**src/rtl/fifo_wr_arbiter.sv**
```systemverilog
// Packet-locked round-robin arbiter sharing one fifo_sync write port.
// A grant is held until a last beat or MaxBeats accepted beats.
module fifo_wr_arbiter #(
  parameter int NumReq    = 4,
  parameter int DataWidth = 4,
  parameter int MaxBeats  = 8
) (
  input  logic                          clk_i,
  input  logic                          reset_ni,
  input  logic [NumReq-1:0]             req_valid_i,
  input  logic [NumReq*DataWidth-1:0]   req_data_i,
  input  logic [NumReq-1:0]             req_last_i,
  output logic [NumReq-1:0]             req_ready_o,
  output logic                          m_valid_o,
  output logic [DataWidth-1:0]          m_data_o,
  input  logic                          m_ready_i,
  output logic [NumReq-1:0]             grant_o,
  output logic                          busy_o
);

  localparam int IdxW = $clog2(NumReq);
  localparam int CntW = $clog2(MaxBeats + 1);

  typedef enum logic {
    IDLE,
    LOCKED
  } state_e;

  state_e              state_q, state_d;
  logic [IdxW-1:0]     ptr_q, ptr_d;
  logic [IdxW-1:0]     gidx_q, gidx_d;
  logic [NumReq-1:0]   grant_q, grant_d;
  logic [CntW-1:0]     cnt_q, cnt_d;
  logic [IdxW-1:0]     pick_idx;
  logic                pick_vld;
  logic                g_last;
  logic                beat;

  // Downward scan so the lowest offset from the pointer wins.
  always_comb begin : pick
    int              j;
    logic [IdxW-1:0] cand;
    pick_vld = 1'b0;
    pick_idx = '0;
    j        = 0;
    cand     = '0;
    for (int i = NumReq - 1; i >= 0; i--) begin
      j    = (int'(ptr_q) + i) % NumReq;
      cand = IdxW'(j);
      if (req_valid_i[cand]) begin
        pick_vld = 1'b1;
        pick_idx = cand;
      end
    end
  end

  always_comb begin : datapath
    m_valid_o   = 1'b0;
    m_data_o    = '0;
    req_ready_o = '0;
    g_last      = 1'b0;
    if (state_q == LOCKED) begin
      for (int k = 0; k < NumReq; k++) begin
        if (grant_q[k]) begin
          m_valid_o      = req_valid_i[k];
          m_data_o       = req_data_i[k*DataWidth +: DataWidth];
          req_ready_o[k] = m_ready_i;
          g_last         = req_last_i[k];
        end
      end
    end
  end

  assign beat = m_valid_o & m_ready_i;

  always_comb begin : fsm
    state_d = state_q;
    ptr_d   = ptr_q;
    gidx_d  = gidx_q;
    grant_d = grant_q;
    cnt_d   = cnt_q;
    unique case (state_q)
      IDLE: begin
        if (pick_vld) begin
          state_d = LOCKED;
          gidx_d  = pick_idx;
          grant_d = NumReq'(1) << pick_idx;
          cnt_d   = '0;
        end
      end
      LOCKED: begin
        if (beat) begin
          cnt_d = cnt_q + 1'b1;
          if (g_last || cnt_q == CntW'(MaxBeats - 1)) begin
            state_d = IDLE;
            grant_d = '0;
            ptr_d   = (gidx_q == IdxW'(NumReq - 1)) ?
                      '0 : gidx_q + 1'b1;
          end
        end
      end
      default: state_d = IDLE;
    endcase
  end

  always_ff @(posedge clk_i or negedge reset_ni) begin
    if (!reset_ni) begin
      state_q <= IDLE;
      ptr_q   <= '0;
      gidx_q  <= '0;
      grant_q <= '0;
      cnt_q   <= '0;
    end else begin
      state_q <= state_d;
      ptr_q   <= ptr_d;
      gidx_q  <= gidx_d;
      grant_q <= grant_d;
      cnt_q   <= cnt_d;
    end
  end

  assign grant_o = grant_q;
  assign busy_o  = (state_q == LOCKED);

endmodule
```
**config.mk**
```make
export PLATFORM = sky130hd
export DESIGN_NAME = fifo_wr_arbiter
export DESIGN_NICKNAME = d
export VERILOG_FILES = /design/src/rtl/fifo_wr_arbiter.sv
export SDC_FILE = /design/constraint.sdc
export NUM_CORES = 1
export LEC_CHECK = 0
export ABC_AREA = 0
export CORE_MARGIN = 2
export CORE_UTILIZATION = 45
export DETAILED_ROUTE_END_ITERATION = 7
export HOLD_SLACK_MARGIN = 0.15
export PLACE_DENSITY = 0.84
export RECOVER_POWER = 100
export SLEW_MARGIN = 30
export SYNTH_ARGS = -nofsm -noshare
export SYNTH_HDL_FRONTEND = slang
export SYNTH_SLANG_ARGS = --single-unit
```
**constraint.sdc**
```tcl
create_clock -name clk_i -period 4.2 [get_ports clk_i]
set_clock_uncertainty 0.15 [all_clocks]
set_input_delay 0.63 -clock clk_i [delete_from_list [all_inputs] [get_ports clk_i]]
set_output_delay 0.63 -clock clk_i [all_outputs]
set_load 0.02 [all_outputs]
```
=== Yosys cells after proc, flatten, opt, wreduce, memory -nomap -nowiden ===
Index checks and enable logic that the tools add are counted.

* Register bits: 13
* Input bits: 27
* Output and inout port bits: 14

* $add $sub $neg: 5
* Magnitude comparators: 4
* Equality and inequality tests: 5
* Shift operators: 1
* Mux-type cells: 48
* Bitwise operators: 2
* Reduce and logical (&&, ||, !) cells: 5

{| class="wikitable"
|+ Operator list
! operator !! number
|-
| 4-bit 2-to-1 mux || 11
|-
| 1-bit 2-to-1 mux || 25
|-
| 4-bit case mux with 2 select lines || 2
|-
| 2-bit by 3-bit less-than comparator with 1-bit output, second input constant || 4
|-
| 2-bit 2-to-1 mux || 5
|-
| 1-bit binary-select mux with 2-bit select || 4
|-
| 3-bit AND reduction || 2
|-
| 2-bit by 1-bit adder with 2-bit output, second input constant || 2
|-
| 2-bit adder, second input constant || 2
|-
| 4-bit by 1-bit adder with 4-bit output, second input constant || 1
|-
| 4-bit by 3-bit equality test with 1-bit output, second input constant || 1
|-
| 2-bit by 1-bit inequality test with 1-bit output, second input constant || 2
|-
| 2-bit AND reduction || 2
|-
| 1-bit by 2-bit << shifter with 4-bit output, first input constant || 1
|-
| 2-bit equality test, second input constant || 1
|-
| 2-bit inequality test, second input constant || 1
|-
| 1-bit case mux with 2 select lines || 1
|-
| 1-bit bitwise AND || 1
|-
| 1-bit logical OR || 1
|-
| 1-bit inverter || 1
|}

=== Depth between registers and ports, before layout ===
* Word-level depth: 10
* Depth in mapped cells: 8
* Mapped depth without buffers: 5

=== Worst setup path before layout ===
OpenSTA, ideal clock, no wires.

* Path kind: register to output
* Start: register grant_q[1] (netlist: grant_o[1])
* End: output port m_data_o[0]
* Arrival: 1527 ps
* Path slack: 1893 ps
* Cell stages (with the launch flop): 6
* Path buffers: 1
* Cell sequence: dfrtp_1 buf_6 and2b_2 a221o_2 o21ai_0 o21ai_0

* Longest elaborated chain between the ends: 4

{| class="wikitable"
|+ Ends and longest elaborated chain
! what !! line !! source
|-
| from (decl) || 32 || <nowiki>logic [NumReq-1:0] grant_q, grant_d;</nowiki>
|-
| from (signal assigned) || 117 || <nowiki>grant_q <= grant_d;</nowiki>
|-
| 4-bit 2-to-1 mux (3 in series) || 64 || <nowiki>if (grant_q[k]) begin</nowiki>
|-
| 4-bit 2-to-1 mux || 62 || <nowiki>if (state_q == LOCKED) begin</nowiki>
|-
| to (decl) || 15 || <nowiki>output logic [DataWidth-1:0] m_data_o,</nowiki>
|}

Every way passes these cells.

=== Final worst setup path ===
* Start: input port req_valid_i[0]
* End: output port m_valid_o

* Longest elaborated chain between the ends: 5

{| class="wikitable"
|+ Ends and longest elaborated chain
! what !! line !! source
|-
| from (decl) || 10 || <nowiki>input logic [NumReq-1:0] req_valid_i,</nowiki>
|-
| 1-bit 2-to-1 mux (4 in series) || 64 ||
|-
| 1-bit 2-to-1 mux || 62 ||
|-
| to (decl) || 14 || <nowiki>output logic m_valid_o,</nowiki>
|}

Every way passes these cells.

==> flow_metrics.tcl <==
set metrics [dict create \
    status "complete, no violations" \
    track_usage 0.215 \
    fmax_ghz 0.302 \
    drtPass1Iterations 4 \
    htree_levels 1 \
    synthToLayoutAreaGrowth_pct 38.8 \
    m1WireLength_mm 1.10 \
    p_total_uw 780 \
    synth-seq-cells 13 \
    crit_path_end_kind "output port" \
    cp_max_fo 6 \
    hold_depth 2 \
    setup_viol_count_final 0 \
    synth_edf_count 0 \
    ys_types 33 \
    synth_ff_type "dfrtp_1" \
    highest_layer "met4" \
    max_slew_margin 0.595 \
    power.density_mw_per_mm2 581 \
    detail-route-antenna-nets 0 \
    drt_wl_total_mm 2.54 \
    synth_area_sq_um 967 \
    synth_area_per_cell_sq_um 9.04 \
    worstSetupStartpointType "input pin" \
    final_common_cell "clkdlybuf4s50_1" \
    nFillCells 175 \
    hold_path_class "flip-flop to flip-flop" \
    path_clk_slew_ns 0.08 \
    critPathMostFrequentCell "dlygate4sd3_1" \
    grt_max_degree 19 \
    fin_crit_sh 0.788 \
    numPlacedInstances 167 \
    rsz0062_at_grt "no" \
    placeableCoreArea_sq_mm 0.00200 \
    dr_total_vias 942 \
    wl_met2_mm 1.29 \
    synthTopCellsByArea "dfrtp_1 34%, o21ai_0 6.2%, buf_6 5.8%" \
    cpPeakStageDelay_ns 0.66 \
    tightest_slew_ns 0.606 \
    post_cts_buffers 0 \
    via_per_inst 5.51 \
    wl_met3_um 125 \
    layout-drive-gt1-share 0.0833 \
    cts_resized 0 \
    row_count 16 \
    final_cells 171 \
    rr_endpoint "ptr_q[0]" \
    r2r_cells 5 \
    yosysTopAreaCell "dfrtp_1" \
    ys_warn_count 0 \
    synth_top_area_frac 0.336 \
    worstSetupPathType "input pin to output port" \
    p_leak_nw 0.598 \
    hold_viol 0 \
    ys_seq_area_frac 0.336 \
    clk_path_buf_depth 2 \
    holdBufCountCts 0 \
    regArea_sq_um 325 \
    grt_antenna_before_repair 0 \
    cts_root_buf "clkbuf_4" \
    critPathSlowestCell "dlygate4sd3_1" \
    numCtsBuffers 3 \
    worstReg2RegStart "grant_o[1]" \
    slew_viol_final 0 \
    maxCapViolCount 0 \
    first_global_vias 954 \
    critical_path_required_ns 3.42 \
    hpwl_mm 1.94 \
    cts.sinks 13 \
    grt_pass1_wl_mm 4.22 \
    drtIter0Drc 16 \
    ir_drop_uv 385 \
    place.gp.congestion 0.737 \
    arrival_ns 2.53 \
    insertion_delay_ns 0.28 \
    post-place-ws_ns 1.09 \
    diodes 0 \
    die_height_um 50.4 \
    finalHoldWorstSlack_ns 0.347 \
    layout_common_cells "24 x clkdlybuf4s50_1, 16 x dlygate4sd3_1, 15 x nand2_1" \
    start_util 0.483 \
    async_reset_ff_frac 1.00 \
    die_area_sq_mm 0.00254 \
    synth_nets 136 \
    overflow 0 \
    portBuffers 40 \
    multi_input_area_sq_um 542 \
    tns_ns 0 \
    min_period_ns 3.31 \
    io_pins 41 \
    cts_tree "done" \
    r2r_setup_slack_ns 1.72 \
    die_w_um 50.4 \
    fin_ws_ns 0.890 \
    layout.nets 174 \
    postSynthCellCount 107 \
    worstPathCellList "dlygate4sd3_1 -> nand3b_2 -> a221oi_1 -> and2_2 -> dlygate4sd3_1" \
    holdPathEnd "gidx_q[1]" \
    wl_per_cell_um 14.8 \
    min_from "gidx_q[1]" \
    drc 0 \
]
==> registers in the layout (all words and copies together) (netlist names) <==
| signal | count |
|---|---|
| busy_o | 1 |
| ptr_q | 2 |
| gidx_q | 2 |
| cnt_q | 4 |
| grant_o | 4 |
==> area by class of cell <==
class | instances | share of cell area
clock buffers | 4 | 0.0196
inverters | 4 | 0.0112
multi-input cells | 83 | 0.404
flip-flops and latches | 13 | 0.242
well taps | 27 | 0.0252
repair buffers | 40 | 0.298
==> synthesized netlist by cell type, drive strengths merged (3+ instances only) <==
cell / count
nand2: 15
dfrtp: 13
o21ai: 12
and3: 5
buf: 5
nand2b: 5
nand3: 5
a21oi: 4
inv: 4
o22ai: 4
a211oi: 3
a221o: 3
mux2i: 3
nor2: 3
nor2b: 3
==> per-stage QoR <==
| stage | instance area, sq um | util |
|---|---|---|
| global route | 1340 | 0.671 |
| finish | 1340 | 0.671 |
| detailed placement | 1340 | 0.668 |
| global placement | 1340 | 0.668 |
| CTS | 1360 | 0.681 |
| floorplan | 967 | - |
==> worst max path at each step <==
stage / start / to / slack (ns)
floorplan: grant_o[1] / m_data_o[0] / 1.89
global route: req_valid_i[0] / m_valid_o / 0.81
detailed placement: req_valid_i[0] / m_valid_o / 1.09
global placement: req_valid_i[0] / m_valid_o / 1.11
CTS: req_valid_i[0] / m_valid_o / 1.08
finish: req_valid_i[0] / m_valid_o / 0.89
==> power by group <==
part	total, mW	switching [mW]	internal [mW]
Combinational	0.450	0.231	0.219
Clock	0.0791	0.0423	0.0368
Sequential	0.251	0.0764	0.175
Total	0.780	0.350	0.430
==> critical path: cells and delay by family <==
family	cells	cell delay (ns)
buffers and inverters	2	1.31
and+or+nand+nor	2	0.29
AOI/OAI and AO/OA	1	0.30
==> per-layer routing <==
metal | vias to the layer above | GRT usage
li1 | 465 | -
met1 | 444 | 0.282
met2 | 29 | 0.364
met3 | 4 | 0.0298
met4 | 0 | 0.0676
met5 | - | 0
==> kinds of logic (layout without fill, tap and decap cells) <==
logic type,Yosys count,in the layout,share of synthesized area
AND/OR/NAND/NOR,45,45,0.260
flip-flops,13,13,0.336
adder cells (fa/ha/maj),2,2,0.0259
buffers and inverters,11,48,0.0815
AO/OA/AOI/OAI,32,32,0.250
multiplexers,4,4,0.0466
Power figures use the tool's default switching activity.
